`src/rtl/and_dec_div8b_unit.sv`:
```
// Sequenced 8-bit execution unit: AND and DEC complete in one cycle, DIV runs a
// restoring shift-subtract divide (one quotient bit per cycle, MSB first).
module and_dec_div8b_unit (
  input  logic       clk,
  input  logic       rst_n,
  input  logic       start,
  input  logic [1:0] op,
  input  logic [7:0] num1,
  input  logic [7:0] num2,
  output logic [7:0] result,
  output logic [7:0] rest,
  output logic       cout,
  output logic       div_zero,
  output logic       zero,
  output logic       busy,
  output logic       done
);

  typedef enum logic [1:0] {
    OP_AND = 2'b00,
    OP_DEC = 2'b01,
    OP_DIV = 2'b10,
    OP_RSV = 2'b11
  } op_e;

  typedef enum logic {
    IDLE,
    DIV_RUN
  } state_e;

  state_e     state;
  logic [2:0] iter;
  logic [7:0] quo_q;      // dividend bits shift out the top, quotient bits shift in below
  logic [7:0] divisor_q;
  logic [7:0] prem_q;

  logic [8:0] prem_shift;
  logic [8:0] diff;
  logic       q_bit;
  logic [7:0] prem_next;
  logic [7:0] quo_next;

  // One restoring-division step. prem_shift < 2*divisor, so the 9-bit difference
  // has bit 8 set exactly when the trial subtraction borrows.
  always_comb begin
    prem_shift = {prem_q, quo_q[7]};
    diff       = prem_shift - {1'b0, divisor_q};
    q_bit      = ~diff[8];
    prem_next  = q_bit ? diff[7:0] : prem_shift[7:0];
    quo_next   = {quo_q[6:0], q_bit};
  end

  // NOTE: state and output registers use non-blocking assignments so every flop
  // samples the pre-edge values regardless of statement order.
  always_ff @(posedge clk or negedge rst_n) begin
    if (!rst_n) begin
      state     <= IDLE;
      iter      <= 3'd0;
      quo_q     <= 8'h00;
      divisor_q <= 8'h00;
      prem_q    <= 8'h00;
      result    <= 8'h00;
      rest      <= 8'h00;
      cout      <= 1'b0;
      div_zero  <= 1'b0;
      done      <= 1'b0;
    end else begin
      done <= 1'b0;
      case (state)
        IDLE: begin
          if (start) begin
            case (op_e'(op))
              OP_AND: begin
                result   <= num1 & num2;
                rest     <= 8'h00;
                cout     <= 1'b0;
                div_zero <= 1'b0;
                done     <= 1'b1;
              end
              OP_DEC: begin
                result   <= num1 - 8'd1;
                rest     <= 8'h00;
                cout     <= (num1 == 8'h00);
                div_zero <= 1'b0;
                done     <= 1'b1;
              end
              OP_DIV: begin
                if (num2 == 8'h00) begin
                  result   <= 8'hFF;
                  rest     <= num1;
                  cout     <= 1'b0;
                  div_zero <= 1'b1;
                  done     <= 1'b1;
                end else begin
                  state     <= DIV_RUN;
                  iter      <= 3'd0;
                  quo_q     <= num1;
                  divisor_q <= num2;
                  prem_q    <= 8'h00;
                end
              end
              OP_RSV: begin
                result   <= 8'h00;
                rest     <= 8'h00;
                cout     <= 1'b0;
                div_zero <= 1'b0;
                done     <= 1'b1;
              end
            endcase
          end
        end
        DIV_RUN: begin
          quo_q  <= quo_next;
          prem_q <= prem_next;
          iter   <= iter + 3'd1;
          if (iter == 3'd7) begin
            state    <= IDLE;
            result   <= quo_next;
            rest     <= prem_next;
            cout     <= 1'b0;
            div_zero <= 1'b0;
            done     <= 1'b1;
          end
        end
      endcase
    end
  end

  assign busy = (state == DIV_RUN);
  assign zero = (result == 8'h00);

endmodule

```
`config.mk`:
```
export PLATFORM = sky130hd
export DESIGN_NAME = and_dec_div8b_unit
export DESIGN_NICKNAME = d
export VERILOG_FILES = /design/src/rtl/and_dec_div8b_unit.sv
export SDC_FILE = /design/constraint.sdc
export NUM_CORES = 1
export LEC_CHECK = 0
export ABC_AREA = 1
export BUFFER_PORTS_ARGS = -buffer_cell sky130_fd_sc_hd__buf_2
export CORE_MARGIN = 3
export CORE_UTILIZATION = 52
export CTS_BUF_LIST = sky130_fd_sc_hd__clkbuf_8 sky130_fd_sc_hd__clkbuf_16
export CTS_CLUSTER_SIZE = 12
export DETAILED_ROUTE_END_ITERATION = 7
export HOLD_SLACK_MARGIN = 0.1
export PLACE_DENSITY = 0.76
export SYNTH_ARGS = -nofsm -noshare
export SYNTH_HDL_FRONTEND = slang
export SYNTH_SLANG_ARGS = --single-unit
```
`constraint.sdc`:
```
create_clock -name clk -period 1.91 [get_ports clk]
set_input_delay 0.2865 -clock clk [delete_from_list [all_inputs] [get_ports clk]]
set_output_delay 0.2865 -clock clk [all_outputs]
set_load 0.05 [all_outputs]
```
==> flow_summary.json <==
{
  "status": "finished with violations",
  "violations": "negative setup slack",
  "power_density_nw_per_um2": 2110,
  "syn_nets": 442,
  "grt_usage": 0.253,
  "drt-vias-per-instance": 5.54,
  "fin_tns_setup_ns": -0.273,
  "synth_edf_count": 0,
  "gp_congestion": 0.882,
  "irDropWorstVdd_v": 0.00141,
  "io_pins": 42,
  "antenna_found_initial": 0,
  "numCtsBuffers": 5,
  "start_util": 0.540,
  "drive_gt1_frac": 0.275,
  "fin_util": 0.665,
  "nNetsFinal": 499,
  "grt-ovfl-total": 0,
  "path_class": "reg2reg",
  "core_sq_um": 5540,
  "slew_violations": 0,
  "cts_tree": "built",
  "syn_avg_cell_area_sq_um": 7.34,
  "yosysWarningCount": 0,
  "synth-seq-area-share": 0.393,
  "fillers": 441,
  "die_w_um": 81.9,
  "yosysTopAreaCellShare": 0.393,
  "r2r_slack_ns": -0.06,
  "slew_headroom": 0.646,
  "rr_endpoint": "rest[6]",
  "cts-root-buf": "clkbuf_8",
  "cp_cell_sequence": "ha_1 -> nand2_1 -> nand2_1 -> a21oi_4 -> nand3_4 -> buf_6 -> nand3_2 -> nand3_2 -> a21oi_2",
  "p_leak_nw": 1.94,
  "path_max_fanout": 5,
  "async_flop_share": 1.00,
  "yosysTopAreaCell": "dfrtp_1",
  "fp.dieH_um": 81.9,
  "fin_ws_ns": -0.0590,
  "synth-main-ff-cell": "dfrtp_1",
  "hold_violations": 0,
  "slowest_stage": "dfrtp_1",
  "drtIter0Drc": 286,
  "ys_ff_latch": 47,
  "hpwl_um": 6160,
  "finalNonFillerCells": 538,
  "tightest_slew_ns": 0.529,
  "vias": 2978,
  "min-delay-start": "num2[3]",
  "crit_path_start_kind": "flop",
  "wl_per_cell_um": 15.6,
  "drtPass1Iterations": 5,
  "placed_cells": 525,
  "period_minus_slack_ns": 1.97,
  "ys_top_cells_by_count": "93 x nand2_1, 57 x inv_1, 57 x nor2_1",
  "hold_end": "divisor_q[3]",
  "clock-sinks": 47,
  "syn_inst": 408,
  "grt_pass1_wl_um": 12800,
  "cts-htree-levels": 2,
  "hp-class": "in2reg",
  "synth.most_common_cell": "nand2_1",
  "end_kind": "flop",
  "max_stage_delay_ns": 0.43,
  "grt_pass1_vias": 2611,
  "die_area_sq_um": 6700,
  "place_ws_ns": -0.102,
  "clk_pin_slew_ns": 0.09,
  "maxCapViolCount": 0,
  "drc": 0,
  "min_path_cells": 3,
  "mappedNetlistArea_sq_um": 2990,
  "ant_nets": 0,
  "area_growth_pct": 23.1,
  "yosysUniqueCellTypes": 35,
  "critPathTopFamily": "simple AND/OR/NAND/NOR gates",
  "cts_buffer_depth": 2,
  "setup_viol": 11,
  "finClkSkew_ns": 0.00851,
  "fin_crit_sh": 1.03,
  "synth_area_leaders": "dfrtp_1 39%, nand2_1 12%, nand3_1 7.5%",
  "crit_start": "prem_q[4]",
  "antenna_cells": 0,
  "num_rows": 27,
  "cp.required_ns": 2.15,
  "wirelength_um": 8420,
  "r2r-start": "prem_q[4]",
  "arrival_ns": 2.21,
  "fmax_mhz": 508,
  "io_buffer_count": 41,
  "crit_buf_inv": 1,
  "grt_max_degree": 23,
  "rsz0062_at_grt": "yes",
  "clk_latency_ns": 0.31,
  "worst-r2r-cell-count": 9
}
## worst min-delay path: stages
cell and delay (ns):
buf_2 0.11, nor2_1 0.05, a21oi_2 0.09
## sequential cells by signal, indices dropped and copies added (netlist names)
signal	count
div_zero	1
busy	1
quo_q	8
cout	1
iter	3
prem_q	8
result	8
rest	8
done	1
divisor_q	8
## what timing repair did
item / CTS / global route
buffers inserted: 0 / 3
hold endpoints to repair: 6 / 0
hold buffers: 1 / 0
pin swaps: 5 / 22
gates cloned: 0 / 1
gates resized for setup: 9 / 40
setup endpoints to repair: 14 / 16
## through the flow
stage	instance area, sq um	total power [mW]	hold slack, ns
detailed placement	3330	6.13	0.138
CTS	3500	7.06	0.265
finish	3680	7.78	0.273
floorplan	2990	5.02	-0.00909
global route	3680	8.41	0.276
global placement	3330	6.02	0.132
## worst max-delay path by stage
stage	slack (ns)	cells past startpoint	endpoint
6_report	-0.06	9	rest[6]
5_1_grt	-0.11	9	rest[1]
4_1_cts	0.001	14	prem_q[7]
3_5_place_dp	-0.10	14	prem_q[7]
3_3_place_gp	-0.006	14	prem_q[7]
2_1_floorplan	0.03	14	prem_q[7]
## logic make-up (layout without fill, tap and decap cells)
group | Yosys count | count (layout) | share of synthesized area
AOI/OAI and AO/OA | 55 | 55 | 0.116
xor gates and xnor gates | 3 | 3 | 0.00878
adders and majority gates | 13 | 13 | 0.0568
buffers and inverters | 73 | 130 | 0.103
DFF | 47 | 47 | 0.393
and+or+nand+nor | 217 | 218 | 0.323
## where the power goes
| part | switching (mW) | internal, mW |
|---|---|---|
| clock | 0.354 | 0.394 |
| sequential | 0.348 | 1.49 |
| combinational | 3.45 | 1.75 |
| total | 4.15 | 3.63 |
## cell usage in the layout, fill, tap and decap left out, types with 2 or more instances in the layout
| cell | count |
|---|---|
| a21oi_2 | 14 |
| nor3_1 | 2 |
| o21ai_2 | 3 |
| ha_1 | 10 |
| buf_6 | 4 |
| nor2_2 | 2 |
| nand2_4 | 7 |
| buf_4 | 14 |
| o21ai_1 | 4 |
| ha_4 | 2 |
| nand4_1 | 3 |
| nor4_1 | 4 |
| nor2_1 | 57 |
| nand3_1 | 34 |
| a21oi_1 | 7 |
| dfrtp_1 | 47 |
| a21boi_0 | 3 |
| o211ai_1 | 5 |
| o21ai_0 | 13 |
| buf_2 | 41 |
| nand3_2 | 12 |
| inv_2 | 6 |
| nand2_1 | 85 |
| xnor2_1 | 2 |
| o22ai_1 | 2 |
| nand2_8 | 2 |
| clkbuf_8 | 5 |
| nand2_2 | 7 |
| inv_1 | 55 |
| nand3_4 | 2 |
## per-layer routing
metal,GRT usage,wire length (um)
met4,0.0847,161
met3,0.0450,601
met2,0.389,3980
met5,0,0
met1,0.361,3670
## layout make-up
| type | count | area (sq um) | share of cell area |
|---|---|---|---|
| sequential | 47 | 1180 | 0.319 |
| inverter | 62 | 235 | 0.0638 |
| timing repair buffer | 60 | 365 | 0.0992 |
| multi-input combinational | 289 | 1700 | 0.462 |
| tap | 72 | 90.1 | 0.0244 |
| clock inverter | 3 | 46.3 | 0.0126 |
| clock buffer | 5 | 68.8 | 0.0187 |
No activity file was read; power rests on OpenSTA's default activity.
